<file path="src/rtl/hazard_pkg.sv">
// hazard_pkg
//   Shared encodings for the pipeline hazard/forwarding controller:
//   instruction class codes presented in ID, the forward-select code for
//   "take the register file value", and the controller FSM state encoding.
//   No ports (package).

package hazard_pkg;

    localparam logic [1:0] CLS_ALU  = 2'd0;
    localparam logic [1:0] CLS_LOAD = 2'd1;
    localparam logic [1:0] CLS_MUL  = 2'd2;

    localparam int FWD_REGFILE = 0;

    localparam logic ST_IDLE = 1'b0;
    localparam logic ST_BUSY = 1'b1;

endpackage

</file>
<file path="src/rtl/hazard_match.sv">
// hazard_match
//   Combinational youngest-slot priority matcher for one source operand.
//   Scans the in-flight scoreboard slots and reports the lowest-index slot
//   whose pending write targets the source register.
//
//   Ports
//     src        in   source register address
//     use_src    in   instruction actually reads this source
//     slot_valid in   per-slot valid (bit 0 = slot1 = EX)
//     slot_wr    in   per-slot register-write flag
//     slot_dest  in   per-slot destination, slot j at [j*REG_AW +: REG_AW]
//     slot_busy  in   per-slot "result not yet forwardable" (rdy_cnt != 0)
//     hit        out  a slot matches
//     slot_idx   out  1-based index of youngest matching slot, 0 when no hit
//     pending    out  youngest matching slot is not yet forwardable

module hazard_match
    import hazard_pkg::*;
#(
    parameter int REG_AW = 5,
    parameter int DEPTH  = 3,
    parameter int FW     = $clog2(DEPTH + 1)
) (
    input  logic [REG_AW-1:0]       src,
    input  logic                    use_src,
    input  logic [DEPTH-1:0]        slot_valid,
    input  logic [DEPTH-1:0]        slot_wr,
    input  logic [DEPTH*REG_AW-1:0] slot_dest,
    input  logic [DEPTH-1:0]        slot_busy,
    output logic                    hit,
    output logic [FW-1:0]           slot_idx,
    output logic                    pending
);

    // Walk from oldest to youngest so the youngest match is written last.
    always_comb begin
        hit      = 1'b0;
        slot_idx = FW'(FWD_REGFILE);
        pending  = 1'b0;
        for (int j = DEPTH - 1; j >= 0; j--) begin
            if (use_src && slot_valid[j] && slot_wr[j] && (src != '0) &&
                (slot_dest[j*REG_AW +: REG_AW] == src)) begin
                hit      = 1'b1;
                slot_idx = FW'(j + 1);
                pending  = slot_busy[j];
            end
        end
    end

endmodule

</file>
<file path="src/rtl/pipe_hazard_ctrl.sv">
// pipe_hazard_ctrl
//   Hazard and forwarding controller for the in-order pipeline. A DEPTH-slot
//   scoreboard (slot1 = EX ... slotDEPTH = WB) tracks in-flight destinations.
//   Load-use hazards stall ID; a multi-cycle MUL freezes the whole pipe.
//   Forward selects are registered at issue and consumed in EX; a select of 0
//   means register file, which must write-through a same-cycle WB result.
//
//   Ports
//     clk_i          in   clock
//     rst_i          in   synchronous reset, active low
//     id_valid_i     in   ID holds a real instruction
//     id_rs_i/rt_i   in   source addresses
//     id_use_rs_i/rt in   source actually read
//     id_rd_i        in   destination address
//     id_wr_i        in   instruction writes a register
//     id_class_i     in   ALU=0, LOAD=1, MUL=2
//     flush_i        in   taken branch/jump resolved in ID
//     pc_hold_o      out  PC keeps its value
//     ifid_hold_o    out  IF/ID keeps its contents
//     ifid_clear_o   out  IF/ID loads a bubble
//     idex_bubble_o  out  ID/EX loads a bubble
//     freeze_o       out  all pipeline registers hold
//     fwd_rs_o/rt_o  out  EX operand source: 0=reg file, k=slot k result
//     stall_cnt_o    out  saturating count of stall and freeze cycles
//
//   state | meaning
//   IDLE  | normal flow; load-use stalls may be raised
//   BUSY  | MUL occupying EX; whole pipe frozen for MUL_LAT-1 cycles

module pipe_hazard_ctrl
    import hazard_pkg::*;
#(
    parameter int REG_AW   = 5,
    parameter int DEPTH    = 3,
    parameter int LOAD_LAT = 2,
    parameter int MUL_LAT  = 4,
    parameter int CNT_W    = 16,
    parameter int FW       = $clog2(DEPTH + 1)
) (
    input  logic              clk_i,
    input  logic              rst_i,
    input  logic              id_valid_i,
    input  logic [REG_AW-1:0] id_rs_i,
    input  logic [REG_AW-1:0] id_rt_i,
    input  logic              id_use_rs_i,
    input  logic              id_use_rt_i,
    input  logic [REG_AW-1:0] id_rd_i,
    input  logic              id_wr_i,
    input  logic [1:0]        id_class_i,
    input  logic              flush_i,
    output logic              pc_hold_o,
    output logic              ifid_hold_o,
    output logic              ifid_clear_o,
    output logic              idex_bubble_o,
    output logic              freeze_o,
    output logic [FW-1:0]     fwd_rs_o,
    output logic [FW-1:0]     fwd_rt_o,
    output logic [CNT_W-1:0]  stall_cnt_o
);

    localparam int RW = $clog2(DEPTH);
    localparam int MW = 5;

    logic                         state;
    logic [MW-1:0]                mul_cnt;
    logic [DEPTH-1:0]             slot_valid;
    logic [DEPTH-1:0]             slot_wr;
    logic [DEPTH-1:0][REG_AW-1:0] slot_dest;
    logic [DEPTH-1:0][RW-1:0]     slot_rdy;
    logic [DEPTH-1:0]             slot_busy;

    logic          rs_hit, rt_hit, rs_pend, rt_pend;
    logic [FW-1:0] rs_slot, rt_slot;
    logic          stall, busy, issue, mul_start;

    always_comb begin
        for (int j = 0; j < DEPTH; j++) begin
            slot_busy[j] = |slot_rdy[j];
        end
    end

    hazard_match #(.REG_AW(REG_AW), .DEPTH(DEPTH), .FW(FW)) u_match_rs (
        .src        (id_rs_i),
        .use_src    (id_use_rs_i),
        .slot_valid (slot_valid),
        .slot_wr    (slot_wr),
        .slot_dest  (slot_dest),
        .slot_busy  (slot_busy),
        .hit        (rs_hit),
        .slot_idx   (rs_slot),
        .pending    (rs_pend)
    );

    hazard_match #(.REG_AW(REG_AW), .DEPTH(DEPTH), .FW(FW)) u_match_rt (
        .src        (id_rt_i),
        .use_src    (id_use_rt_i),
        .slot_valid (slot_valid),
        .slot_wr    (slot_wr),
        .slot_dest  (slot_dest),
        .slot_busy  (slot_busy),
        .hit        (rt_hit),
        .slot_idx   (rt_slot),
        .pending    (rt_pend)
    );

    assign busy      = (state == ST_BUSY);
    assign stall     = id_valid_i && !busy && ((rs_hit && rs_pend) || (rt_hit && rt_pend));
    assign issue     = id_valid_i && !stall && !busy;
    assign mul_start = issue && (id_class_i == CLS_MUL) && (MUL_LAT > 1);

    assign pc_hold_o     = stall;
    assign ifid_hold_o   = stall;
    assign idex_bubble_o = stall;
    assign freeze_o      = busy;
    // Branch operands are not valid while stalled or frozen, so the flush waits.
    assign ifid_clear_o  = flush_i && !stall && !busy;

    always_ff @(posedge clk_i) begin
        if (!rst_i) begin
            state       <= ST_IDLE;
            mul_cnt     <= '0;
            slot_valid  <= '0;
            slot_wr     <= '0;
            slot_dest   <= '0;
            slot_rdy    <= '0;
            fwd_rs_o    <= FW'(FWD_REGFILE);
            fwd_rt_o    <= FW'(FWD_REGFILE);
            stall_cnt_o <= '0;
        end else begin
            if ((stall || busy) && !(&stall_cnt_o)) begin
                stall_cnt_o <= stall_cnt_o + 1'b1;
            end

            if (!busy) begin
                slot_valid[0] <= issue;
                slot_wr[0]    <= issue && id_wr_i;
                slot_dest[0]  <= id_rd_i;
                slot_rdy[0]   <= (issue && (id_class_i == CLS_LOAD)) ? RW'(LOAD_LAT - 1) : '0;
                for (int k = 1; k < DEPTH; k++) begin
                    slot_valid[k] <= slot_valid[k-1];
                    slot_wr[k]    <= slot_wr[k-1];
                    slot_dest[k]  <= slot_dest[k-1];
                    slot_rdy[k]   <= slot_busy[k-1] ? slot_rdy[k-1] - 1'b1 : '0;
                end
                fwd_rs_o <= issue ? rs_slot : FW'(FWD_REGFILE);
                fwd_rt_o <= issue ? rt_slot : FW'(FWD_REGFILE);
            end

            case (state)
                ST_IDLE: begin
                    if (mul_start) begin
                        state   <= ST_BUSY;
                        mul_cnt <= MW'(MUL_LAT - 1);
                    end
                end
                default: begin
                    mul_cnt <= mul_cnt - 1'b1;
                    if (mul_cnt == MW'(1)) begin
                        state <= ST_IDLE;
                    end
                end
            endcase
        end
    end

endmodule

</file>
<file path="config.mk">
export PLATFORM = sky130hd
export DESIGN_NAME = pipe_hazard_ctrl
export DESIGN_NICKNAME = d
export VERILOG_FILES = /design/src/rtl/hazard_pkg.sv /design/src/rtl/hazard_match.sv /design/src/rtl/pipe_hazard_ctrl.sv
export SDC_FILE = /design/constraint.sdc
export NUM_CORES = 1
export LEC_CHECK = 0
export CELL_PAD_IN_SITES_DETAIL_PLACEMENT = 0
export CELL_PAD_IN_SITES_GLOBAL_PLACEMENT = 2
export CORE_MARGIN = 5
export CORE_UTILIZATION = 34
export DETAILED_ROUTE_END_ITERATION = 8
export PLACE_DENSITY_LB_ADDON = 0.1
export SYNTH_ARGS = -nofsm -noshare
export SYNTH_HDL_FRONTEND = slang
export SYNTH_SLANG_ARGS = --single-unit
export TNS_END_PERCENT = 10
</file>
<file path="constraint.sdc">
create_clock -name clk_i -period 4.6 [get_ports clk_i]
set_input_delay 1.15 -clock clk_i [delete_from_list [all_inputs] [get_ports clk_i]]
set_output_delay 1.15 -clock clk_i [all_outputs]
set_load 0.03 [all_outputs]
</file>
**Yosys cells after proc, flatten, opt, wreduce, memory -nomap -nowiden**

Cells that the tools add are included.

- Bits in registers: 53
- Bits of input ports: 24
- Logic and storage cells: 102
- Output and inout bits: 25

- Add/sub/neg operators: 4
- Reduce and logical (&&, ||, !) cells: 48
- Equal/unequal tests: 9
- Muxes and demuxes: 28

Operators with widths:

| kind | number |
|---|---|
| logical AND 1 bit | 36 |
| equality test 5 bit | 6 |
| two-way mux 2 bit | 10 |
| adder 16 x 1 -> 16 bit, second input constant | 1 |
| two-way mux 1 bit | 16 |
| AND reduction 16 bit | 1 |
| two-way mux 5 bit | 2 |
| nonzero test 5 bit | 2 |
| OR reduction 2 bit | 3 |
| equality test 5 x 1 -> 1 bit, second input constant | 1 |
| subtractor 5 x 1 -> 5 bit, second input constant | 1 |
| subtractor 2 x 1 -> 2 bit, second input constant | 2 |
| logical NOT 1 bit | 3 |
| equality test 2 x 1 -> 1 bit, second input constant | 1 |
| equality test 2 bit, second input constant | 1 |
| logical OR 1 bit | 2 |
| nonzero test 2 bit | 1 |

**Logic depth before layout (Yosys ltp)**

Gate-level depths: netlist of run 1.

- Depth after elaboration: 16
- Gate-level depth with buffers: 8
- Depth with buffers taken out: 7

**Cells and area by module**

From an unflattened synthesis of run 1, not the netlist that was laid out.

- Cells, all modules: 288
- Area total of the unflattened synthesis: 2501.1 um^2

Modules (own cells, without submodules):

| module | area each (um^2) | instances | cells each |
|---|---|---|---|
| pipe_hazard_ctrl | 2005.7 | 1 | 216 |
| hazard_match | 247.7 | 2 | 36 |

**Worst setup path after synthesis of run 1**

No wires, ideal clock.

- Path kind: input to output
- From: input id_rt_i[1]
- To: output ifid_hold_o
- Stages: 6
- Arrival time: 2.755 ns
- Path slack: 0.695 ns
- Path buffers: 1
- Data required time: 3.450 ns
- Path through: or4_1 -> o21ai_2 -> nor4_4 -> o21ai_4 -> and2b_2 -> buf_4

- Longest elaborated chain between the ends: 9
- Elaborated cells on any way between the ends: 19
- Classes of those cells: eq/ne: 3; mux: 6; reduce/logical: 10

RTL lines:

| what | line | text |
|---|---|---|
| start: declaration | pipe_hazard_ctrl.sv:44 | `input logic [REG_AW-1:0] id_rt_i,` |
| nonzero test 5 bit | hazard_match.sv:41 | `if (use_src && slot_valid[j] && slot_wr[j] && (src != '0) &&` |
| logical AND 1 bit (2 in a row) | hazard_match.sv:41 |  |
| two-way mux 1 bit (3 in a row) | hazard_match.sv:41 |  |
| logical AND 1 bit (*) | pipe_hazard_ctrl.sv:107 | `assign stall = id_valid_i && !busy && ((rs_hit && rs_pend) \|\| (rt_hit && rt_pend));` |
| logical OR 1 bit (*) | pipe_hazard_ctrl.sv:107 |  |
| logical AND 1 bit (*) | pipe_hazard_ctrl.sv:107 |  |
| end: declaration | pipe_hazard_ctrl.sv:52 | `output logic ifid_hold_o,` |

Every way passes the cells marked *; elsewhere a longest branch is shown, timed or not.

**Worst setup path in the final report of run 1**

- From: input id_rt_i[0]
- To: output ifid_clear_o

- Longest elaborated chain between the ends: 12
- Elaborated cells on any way between the ends: 22
- Classes of those cells: eq/ne: 3; mux: 6; reduce/logical: 13

RTL lines:

| what | line | text |
|---|---|---|
| nonzero test 5 bit | hazard_match.sv:41 |  |
| logical AND 1 bit (2 in a row) | hazard_match.sv:41 |  |
| two-way mux 1 bit (3 in a row) | hazard_match.sv:41 |  |
| logical AND 1 bit (*) | pipe_hazard_ctrl.sv:107 |  |
| logical OR 1 bit (*) | pipe_hazard_ctrl.sv:107 |  |
| logical AND 1 bit (*) | pipe_hazard_ctrl.sv:107 |  |
| logical NOT 1 bit (*) | pipe_hazard_ctrl.sv:116 | `assign ifid_clear_o = flush_i && !stall && !busy;` |
| logical AND 1 bit (*) (2 in a row) | pipe_hazard_ctrl.sv:116 |  |
| end: declaration | pipe_hazard_ctrl.sv:53 | `output logic ifid_clear_o,` |

Marked as above.

==> qor.csv, run 1 <==
stage;metric;value;unit
timing;finalCritPeriodShare;0.9331;
route;ant_nets;0;
floorplan;die_w;98.97;um
cts;cts_buffer_depth;2;
worst_setup_path;startpoint;id_rt_i[0];
timing;setup_viol;0;
worst_hold_path;hold_path.class;flip-flop to flip-flop;
timing;fin_skew;0.003463;ns
floorplan;core;7727;um^2
global_route;grt_usage;0.1397;
synthesis;synth_area_leaders;dfxtp_1, mux2i_1, xnor2_1, nor2_1, nand2_1;
outcome;status;finished clean;
layout;finalNetCount;385;
power;power_frac_clock;0.349;
route;routed_via_density;4.911;
route;wl_met2;2810;um
global_route;grt_pass1_vias;2259;
place;io_buffer_count;48;
cts;root_buffer;clkbuf_8;
global_route;grt.overflow.total;0;
synthesis;synth_common_cells;dfxtp_1, mux2i_1, nor2_1, xnor2_1, nand2_1;
power;ir_drop;0.1115;mV
worst_hold_path;hold_depth;2;
cts;cts_setup_buffers;0;
cts;cts_buffers;5;
power;comb_power_share;0.147;
worst_setup_path;rr_worst_depth;7;
place;dp.final_hpwl;5006;um
worst_setup_path;critPathLaunchType;input pin;
worst_setup_path;arrival;3.14;ns
synthesis;synth_edf_count;0;
worst_setup_path;required;3.45;ns
worst_setup_path;worstReg2RegStart;slot_dest[2];
cts;cts_tree;yes;
power;power_frac_seq;0.504;
cts;clk_latency;0.30;ns
timing;fmax;233.0;MHz
worst_setup_path;critPathSlowestCell;or4_1;
worst_setup_path;criticalPathCategory;input pin to output port;
layout;ff_latch_area;962.2;um^2
route;vias;2264;
synthesis;synth-main-ff-cell;dfxtp_1;
route;wl_met1;3497;um
route;drtIter0Drc;65;
worst_setup_path;cp_common_cell;buf_4;
worst_setup_path;cpPeakStageDelay;0.53;ns
synthesis;syn_avg_cell_area;9.001;um^2
route;drt_pass1_iterations;4;
worst_setup_path;critPathBufInv;3;
floorplan;dieArea;9795;um^2
synthesis;ys_ff_latch;48;
global_route;grt_antenna_before_repair;0;
timing;finalSetupTns;0;ns
route;top_layer_used;met4;
cts;cts.reportedPaths.clkPinSlew;0.09;ns
worst_setup_path;r2r-end;stall_cnt_o[13];
route;routed_wl;6622;um
power;power.total;0.0008846;W
synthesis;synth_area;2691;um^2
synthesis;ys_warn_count;0;
synthesis;synthesis.nets;326;
global_route;grt_pass1_wl;11320;um
layout;multi_input_area;1635;um^2
worst_setup_path;cp-endpoint;ifid_clear_o;
synthesis;synthArstFlopShare;0;
worst_setup_path;cp-end-kind;output port;
global_route;grt_max_degree;39;
synthesis;yosys.area.top_type;dfxtp_1;
synthesis;synth_most_common_cell;dfxtp_1;
worst_setup_path;cp_top_family;simple AND/OR/NAND/NOR gates;
place;gp_congestion;0.7587;
flow_run;drv_cap;0;
timing;worst_pin_slew;1.019;ns
worst_setup_path;cp_max_fo;4;
layout;syn2layout_area_growth;29.29;%
layout;drive_above_1_share;0.1393;
synthesis;syn_inst;299;
timing;slew_headroom;0.3197;
synthesis;ys_types;53;
cts;h-tree-depth;2;
worst_setup_path;cp_num_cells;8;
timing;hold_violations;0;
floorplan;row_count;32;
synthesis;ys_seq_area_frac;0.3570;
route;drc_errors;0;
power;power_density;254.2;nW/um^2
worst_setup_path;r2r_slack;2.37;ns
power;intPower;0.0006570;W
layout;fillers;793;
power;cellLeakagePower;1.245;nW
floorplan;start_util;0.3483;
floorplan;io_pins;49;
floorplan;die_h;98.97;um
power;swShare;0.2573;
worst_setup_path;crit_chain;clkdlybuf4s50_1, or4_1, o21ai_2, nor4_4, buf_4, o211ai_2, and3_1, buf_4;
layout;antenna_cells;0;
timing;fin_crit;4.292;ns
timing;slew_violations;0;
synthesis;synth.top_cell.area_share;0.3570;
cts;cts_hold_buf;0;
power;p_sw;0.0002276;W
route;dr_wl_met3;217;um
timing;rsz0062_at_grt;false;
route;wl_per_cell;14.36;um
cts;clkSinkCount;48;
## kinds of logic after synthesis
kind of cell / count (synthesis) / share of synthesized area
AO/OA/AOI/OAI: 45 / 0.1409
XOR/XNOR: 32 / 0.1041
adder cells (fa/ha/maj): 3 / 0.01395
buffers and inverters: 20 / 0.03533
flip-flops: 48 / 0.3570
multiplexers: 30 / 0.1116
AND/OR/NAND/NOR: 121 / 0.2371
## cells in the final DEF, fill, tap and decap left out, drive strengths merged, types with 4 or more instances in the layout
cell	instances
nand3	17
clkbuf	5
nand4	8
dfxtp	48
o211ai	5
inv	6
nand2b	13
o21ai	5
nor2	29
nor3	4
a21oi	16
nand2	28
and3	7
mux2i	30
buf	19
xnor2	29
or4	4
a32oi	4
clkdlybuf4s50	44
## worst register-to-register path, delay by kind of cell (launching register included)
| family | cells | cell delay (ns) |
|---|---|---|
| compound gates | 2 | 0.71 |
| simple gates | 2 | 0.48 |
| flops | 1 | 0.43 |
| buf+inv | 1 | 0.20 |
| xor+xnor | 1 | 0.16 |
| mux | 1 | 0.19 |
## worst min path at each step
stage | from | end | slack (ns)
2_1_floorplan | slot_wr[2] | slot_wr[2] | 0.49
3_3_place_gp | fwd_rt_o[1] | fwd_rt_o[1] | 0.45
3_5_place_dp | fwd_rt_o[1] | fwd_rt_o[1] | 0.45
4_1_cts | fwd_rt_o[1] | fwd_rt_o[1] | 0.47
5_1_grt | fwd_rt_o[1] | fwd_rt_o[1] | 0.50
6_report | fwd_rt_o[1] | fwd_rt_o[1] | 0.47
## timing repair
| action | CTS | global route |
|---|---|---|
| gates resized for setup | 0 | 3 |
| endpoints found under the hold margin | 0 | 0 |
| setup endpoints to repair | 0 | 3 |
## registers in the layout, indices dropped and copies added, names as in the netlist
register	count
slot_valid	3
mul_cnt	5
freeze_o	1
fwd_rs_o	2
fwd_rt_o	2
slot_rdy	1
stall_cnt_o	16
slot_wr	3
slot_dest	15
## power groups by stage
stage	combinational [W]	clock, W	sequential [W]
2_1_floorplan	0.0000761	0	0.000453
3_3_place_gp	0.000131	0	0.000456
3_5_place_dp	0.000132	0	0.000456
4_1_cts	0.000132	0.000324	0.000446
5_1_grt	0.000143	0.000339	0.000449
6_report	0.000130	0.000309	0.000446
## metrics by stage
stage          area (um^2)  setup WS, ns  cells  hold WS, ns  utilization
2_1_floorplan         2691        0.6947    299       0.4863            -
3_3_place_gp          3361       0.02305    453       0.4529       0.4349
3_5_place_dp          3361       0.02725    453       0.4548       0.4349
4_1_cts               3472       0.02726    461       0.4694       0.4493
5_1_grt               3480        0.2238    461       0.5031       0.4503
6_report              3480        0.3077    461       0.4734       0.4503
## cell type report
class / count / area share
well taps: 102 / 0.03668
repair buffers: 66 / 0.1784
clock inverters: 3 / 0.01223
flip-flops and latches: 48 / 0.2765
multi-input cells: 231 / 0.4700
inverters: 6 / 0.006472
clock buffers: 5 / 0.01978
## per-layer routing
| layer | vias up | GRT usage |
|---|---|---|
| li1 | 1180 | - |
| met1 | 1040 | 0.2078 |
| met2 | 36 | 0.2035 |
| met3 | 8 | 0.02689 |
| met4 | 0 | 0.03992 |
| met5 | - | 0 |
Note: power is estimated with default switching activity, not from simulation.
==> inputs of run 2 (changes only) <==
- ABC_AREA: default -> 1
- CORE_UTILIZATION: 34 -> 31
==> run 2 against run 1 <==
Effect of this change: synthesized area up 1.3%; die area up 10%; global-route usage up 0.070 points; critical path type unchanged; final area down 2.6%; clock-buffer cell count up 1; total power down 4.0%; cell count up 19%; first-iteration DRC count down 14%; combinational power about the same; wire length up 13%; sequential power up 1%; flip-flop and latch count unchanged; highest routed layer unchanged.
==> qor.csv, run 2 <==
stage;metric;value;unit;change
worst_hold_path;hold_end;fwd_rs_o[0];;
synthesis;synth_adder_area_share;0.01376;;-0.0001855
floorplan;row_count;34;;+6.3%
timing;finalSetupTns;0;ns;unchanged
worst_setup_path;critPathSlowestCell;clkdlybuf4s50_1;;
timing;slew_violations;0;;unchanged
synthesis;synth_compound_area_frac;0.1138;;-0.02710
timing;rsz0062_at_grt;false;;
synthesis;ys_ff_latch;48;;unchanged
layout;top_regs;stall_cnt_o (16), slot_dest (15), mul_cnt (5);;
place;io_buffer_count;48;;unchanged
layout;syn2layout_area_growth;24.22;%;
timing;fin_skew;0.01074;ns;+0.007276 ns
timing;slew_headroom;0.5010;;+0.1813
global_route;grt_pass1_wl;12760;um;+13%
cts;cts_setup_buffers;0;;unchanged
cts;clkSinkCount;48;;unchanged
worst_hold_path;hold_start;fwd_rs_o[0];;
outcome;status;finished clean;;
worst_setup_path;cpPeakStageDelay;0.68;ns;+0.15 ns
synthesis;syn_inst;395;;+32%
worst_setup_path;critPathLaunchType;input pin;;
route;drt_pass1_iterations;4;;unchanged
place;dp.final_hpwl;5402;um;+7.9%
synthesis;synthesis.nets;422;;+29%
flow_run;drv_cap;0;;unchanged
synthesis;synth_area;2728;um^2;+1.3%
global_route;grt_usage;0.1404;;+0.0006966
worst_setup_path;cp_max_fo;4;;unchanged
synthesis;synth_edf_count;0;;unchanged
route;ant_nets;0;;unchanged
timing;worst_pin_slew;0.7477;ns;-0.2717 ns
route;wl_per_cell;13.63;um;-5.1%
timing;setup_slack;0.2682;ns;-0.03950 ns
layout;antenna_cells;0;;unchanged
timing;fmax;230.9;MHz;-0.91%
synthesis;synthArstFlopShare;0;;unchanged
route;vias;2572;;+14%
route;routed_via_density;4.693;;-4.4%
layout;drive_above_1_share;0.06818;;-0.07109
place;dpl_worst_slack;0.2578;ns;+0.2306 ns
synthesis;synth-simple-area-share;0.3225;;+0.08538
floorplan;die_w;103.8;um;+4.9%
layout;finalNetCount;466;;+21%
synthesis;yosys.area.top_type;dfxtp_1;;
floorplan;io_pins;49;;unchanged
cts;cts_buffer_depth;2;;unchanged
synthesis;ys_seq_area_frac;0.3523;;-0.004750
synthesis;synth.top_cell.area_share;0.3523;;-0.004750
worst_setup_path;arrival;3.18;ns;+0.04 ns
global_route;grt.overflow.total;0;;unchanged
cts;cts_resized;0;;unchanged
timing;fin_crit;4.332;ns;+0.03950 ns
global_route;grt_pass1_vias;2510;;+11%
synthesis;ys_warn_count;0;;unchanged
global_route;grt_max_degree;30;;-23%
synthesis;synth_common_cells;nand2_1, nor2_1, dfxtp_1;;
layout;fillers;940;;+19%
cts;cts_buffers;5;;unchanged
cts;clk_latency;0.31;ns;about the same
route;drtIter0Drc;56;;-14%
floorplan;core;8636;um^2;+12%
synthesis;synth_area_leaders;dfxtp_1, nand2_1, nor2_1, nand3_1, xnor2_1;;
timing;finalCritPeriodShare;0.9417;;+0.008587
synthesis;ys_types;28;;-47%
synthesis;synth_most_common_cell;nand2_1;;
floorplan;dieArea;10770;um^2;+10%
worst_hold_path;hold_depth;2;;unchanged
worst_hold_path;hold_path.class;flip-flop to flip-flop;;
timing;setup_viol;0;;unchanged
cts;cts_tree;yes;;
timing;hold_violations;0;;unchanged
synthesis;synth.area.mux_share;0;;-0.1116
worst_setup_path;r2r-end;stall_cnt_o[7];;
worst_setup_path;criticalPathCategory;input pin to output port;;
floorplan;die_h;103.8;um;+4.9%
worst_setup_path;cp-end-kind;output port;;
worst_setup_path;required;3.45;ns;about the same
worst_setup_path;crit_chain;clkdlybuf4s50_1, xnor2_1, nand2_1, nor2_1, nand2_1, nand2_2, nand3_2, inv_1, clkdlybuf4s50_1;;
floorplan;start_util;0.3159;;-0.03243
power;power_density;250.7;nW/um^2;-1.4%
layout;largest_reg_flops;16;;unchanged
cts;h-tree-depth;2;;unchanged
power;ir_drop;0.08967;mV;-20%
layout;layout_common_cells;nand2_1, nor2_1, dfxtp_1;;
synthesis;syn_avg_cell_area;6.905;um^2;-23%
synthesis;synth-main-ff-cell;dfxtp_1;;
worst_setup_path;rr_worst_depth;9;;+2
route;routed_wl;7468;um;+13%
power;cellLeakagePower;1.322;nW;+6.2%
route;drc_errors;0;;unchanged
synthesis;synth_top_family_by_area;simple AND/OR/NAND/NOR gates;;
layout;final_common_cell;nand2_1;;
place;gp_congestion;0.7926;;+4.5%
worst_setup_path;r2r_slack;2.40;ns;+0.03 ns
worst_setup_path;worstReg2RegStart;stall_cnt_o[0];;
cts;root_buffer;clkbuf_8;;
cts;cts.reportedPaths.clkPinSlew;0.08;ns;about the same
synthesis;synth_xor_xnor_area_share;0.1220;;+0.01788
global_route;grt_antenna_before_repair;0;;unchanged
layout;top_register;stall_cnt_o;;
cts;cts_hold_buf;0;;unchanged
run 2: cell type report:
type | instances | area, um^2 | area share
multi-input cells | 297 | 1560 | 0.4605
flip-flops and latches | 48 | 960.9 | 0.2836
repair buffers | 52 | 508.0 | 0.1499
well taps | 108 | 135.1 | 0.03988
inverters | 35 | 131.4 | 0.03877
clock buffers | 6 | 82.58 | 0.02437
clock inverters | 2 | 10.01 | 0.002954
run 2: report_power, final:
group          switching, W  internal [W]
combinational     0.0000719     0.0000587
clock              0.000146      0.000120
sequential        0.0000191      0.000433
total              0.000237      0.000612
run 2: critical path: cells and delay by family:
family	cells	cell delay, ns
XOR/XNOR	1	0.14
buffers and inverters	3	1.38
AND/OR/NAND/NOR	5	0.50
run 2: worst max-delay path by stage:
stage | startpoint | endpoint | slack [ns] | cells past startpoint
global route | id_rs_i[0] | pc_hold_o | 0.09 | 10
floorplan | id_rt_i[1] | ifid_clear_o | 0.95 | 9
global placement | id_rt_i[1] | ifid_hold_o | 0.27 | 9
detailed placement | id_rt_i[1] | idex_bubble_o | 0.26 | 9
finish | id_rs_i[2] | idex_bubble_o | 0.27 | 9
CTS | id_rt_i[1] | idex_bubble_o | 0.24 | 9
run 2: cells by family after synthesis:
logic type	after synthesis
AO/OA/AOI/OAI	59
XOR/XNOR	38
adder cells (fa/ha/maj)	3
buffers and inverters	50
flip-flops	48
AND/OR/NAND/NOR	197
run 2: metrics by stage:
step           cells  hold slack (ns)  power (W)  utilization  cell area (um^2)
3_3_place_gp     540           0.4604  0.0005948       0.3816              3296
3_5_place_dp     540           0.4589  0.0005950       0.3816              3296
2_1_floorplan    395           0.4548  0.0005401            -              2728
6_report         548           0.4685  0.0008495       0.3924              3388
4_1_cts          548           0.4736  0.0008664       0.3924              3388
5_1_grt          548           0.4894  0.0009027       0.3924              3388
run 2: metal layers:
layer / vias to the layer above / part of all wire / track usage
met5: - / 0 / 0
met4: 0 / 0.0099 / 0.03423
met3: 6 / 0.040 / 0.03234
met2: 44 / 0.46 / 0.2313
met1: 1161 / 0.49 / 0.1856
li1: 1361 / - / -
==> inputs of run 3 (changes only) <==
- CORE_ASPECT_RATIO: default -> 1.25
==> run 3 against run 2 <==
Effect of this change: clock power shrank 8.2%; critical endpoint is now ifid_hold_o; cell count grew 1.8%; critical path depth is the same; hold slack gained 0.0075 ns; via count shrank 1.0%; global-route usage grew 0.50 points; register-to-register slack is essentially flat; critical path type unchanged; sequential power is essentially flat; total power shrank 2.8%; non-clock buffer count shrank 1.
==> qor.csv, run 3 (synthesized netlist as in run 2, its figures left out) <==
stage;metric;value;unit;change
worst_setup_path;cpPeakStageDelay;0.60;ns;-0.08 ns
route;routed_via_density;4.561;;-2.8%
timing;slew_violations;0;;unchanged
timing;worst_pin_slew;0.7469;ns;-0.0008103 ns
global_route;grt_pass1_vias;2605;;+3.8%
timing;finalSetupTns;0;ns;unchanged
worst_hold_path;hold_path.class;flip-flop to flip-flop;;
global_route;grt_max_degree;29;;-3.3%
place;gp_congestion;0.7850;;-0.96%
layout;finalNetCount;465;;-0.21%
cts;cts_tree;yes;;
cts;cts_resized;0;;unchanged
timing;hold_violations;0;;unchanged
layout;layout_common_cells;nand2_1, nor2_1, dfxtp_1;;
timing;rsz0062_at_grt;false;;
timing;finalCritPeriodShare;0.9369;;-0.004835
route;drc_errors;0;;unchanged
layout;drive_above_1_share;0.06164;;-0.006538
timing;fin_crit;4.310;ns;-0.02224 ns
power;cellLeakagePower;1.307;nW;-1.1%
layout;fillers;991;;+5.4%
global_route;grt_pass1_wl;12520;um;-1.9%
worst_setup_path;critPathSlowestCell;clkdlybuf4s50_1;;
outcome;status;finished clean;;
route;ant_nets;0;;unchanged
floorplan;dieArea;10790;um^2;+0.12%
power;ir_drop;0.1214;mV;+35%
layout;final_common_cell;nand2_1;;
timing;setup_viol;0;;unchanged
timing;whs;0.4760;ns;+0.007529 ns
worst_setup_path;critPathLaunchType;input pin;;
power;swShare;0.2789;;-0.0002995
worst_setup_path;crit_chain;clkdlybuf4s50_1, or2_1, nor2_1, nor2_1, nand2_1, nand2_2, nand3_2, inv_1, clkdlybuf4s50_1;;
layout;antenna_cells;0;;unchanged
worst_setup_path;criticalPathCategory;input pin to output port;;
timing;slew_headroom;0.5015;;+0.0005410
flow_run;drv_cap;0;;unchanged
timing;fin_skew;0.007216;ns;-0.003524 ns
power;power_density;244.2;nW/um^2;-2.6%
floorplan;die_h;114.9;um;+11%
place;dpl_worst_slack;0.2450;ns;-0.01284 ns
floorplan;core;8653;um^2;+0.20%
place;io_buffer_count;48;;unchanged
global_route;grt_antenna_before_repair;0;;unchanged
timing;fmax;232.0;MHz;+0.52%
route;vias;2545;;-1.0%
floorplan;row_count;38;;+12%
global_route;grt.overflow.total;0;;unchanged
route;drt_pass1_iterations;4;;unchanged
worst_setup_path;r2r_slack;2.39;ns;about the same
floorplan;io_pins;49;;unchanged
cts;root_buffer;clkbuf_8;;
cts;cts_setup_buffers;0;;unchanged
route;wl_per_cell;13.35;um;-2.0%
cts;h-tree-depth;2;;unchanged
layout;top_regs;stall_cnt_o (16), slot_dest (15), mul_cnt (5);;
power;power.total;0.0008255;W;-2.8%
worst_setup_path;required;3.45;ns;about the same
cts;cts_buffer_depth;2;;unchanged
cts;clkSinkCount;48;;unchanged
layout;largest_reg_flops;16;;unchanged
floorplan;die_w;93.90;um;-9.5%
power;intPower;0.0005952;W;-2.8%
power;power_frac_clock;0.297;;-0.017
layout;top_register;stall_cnt_o;;
power;comb_power_share;0.155;;about the same
worst_setup_path;critPathBufInv;3;;unchanged
cts;cts_hold_buf;0;;unchanged
route;drtIter0Drc;67;;+20%
timing;setup_slack;0.2905;ns;+0.02224 ns
worst_setup_path;rr_worst_depth;9;;unchanged
worst_setup_path;cp_max_fo;4;;unchanged
global_route;grt_usage;0.1454;;+0.005014
cts;cts.reportedPaths.clkPinSlew;0.09;ns;about the same
cts;cts_buffers;5;;unchanged
worst_setup_path;cp-end-kind;output port;;
layout;syn2layout_area_growth;23.94;%;
worst_setup_path;cp_top_family;buffers and inverters;;
power;p_sw;0.0002303;W;-2.9%
route;routed_wl;7452;um;-0.21%
worst_setup_path;cp_num_cells;9;;unchanged
place;dp.final_hpwl;5532;um;+2.4%
layout;utilization;0.3907;;-0.001662
power;power_frac_seq;0.548;;+0.016
floorplan;start_util;0.3152;;-0.0006394
cts;clk_latency;0.30;ns;about the same
worst_setup_path;arrival;3.16;ns;-0.02 ns
worst_hold_path;hold_depth;2;;unchanged
run 3: worst reg2reg max path, stage by stage (launching register included):
cell,delay [ns]
dfxtp_1,0.47
ha_1,0.29
nand2_2,0.10
nor3_4,0.23
nand4_1,0.13
nor3_2,0.14
nand2_2,0.27
nand2_4,0.29
nand2_1,0.09
a21oi_2,0.11
run 3: final timing paths:
path | end | from
worst max-delay path | ifid_hold_o | id_rt_i[1]
worst min-delay path | fwd_rs_o[0] | fwd_rs_o[0]
worst max register to register | stall_cnt_o[6] | stall_cnt_o[0]
worst min register to register | fwd_rs_o[0] | fwd_rs_o[0]
run 3: area by class of cell:
cell class              count  area, um^2  share of cell area
multi-input cells         297        1560              0.4615
repair buffers             51       500.5              0.1480
inverters                  35       131.4             0.03886
clock inverters             1       5.005            0.001480
well taps                 120       150.1             0.04441
flip-flops and latches     48       960.9              0.2842
clock buffers               6       72.57             0.02147
run 3: routing by layer:
layer | vias to the layer above | wire length [um] | GRT usage
li1 | 1360 | - | -
met1 | 1140 | 3275 | 0.1693
met2 | 37 | 3800 | 0.2658
met3 | 8 | 258 | 0.03076
met4 | 0 | 116 | 0.04239
met5 | - | 0 | 0
run 3: power by group through the flow:
| stage | sequential (W) | clock, W | combinational (W) |
|---|---|---|---|
| 2_1_floorplan | 0.000458 | 0 | 0.0000818 |
| 3_3_place_gp | 0.000463 | 0 | 0.000131 |
| 3_5_place_dp | 0.000463 | 0 | 0.000131 |
| 4_1_cts | 0.000453 | 0.000254 | 0.000132 |
| 5_1_grt | 0.000456 | 0.000277 | 0.000147 |
| 6_report | 0.000452 | 0.000245 | 0.000128 |
run 3: per-stage QoR:
step | area [um^2] | cells
floorplan | 2728 | 395
finish | 3381 | 558
global route | 3381 | 558
detailed placement | 3303 | 551
global placement | 3303 | 551
CTS | 3381 | 558
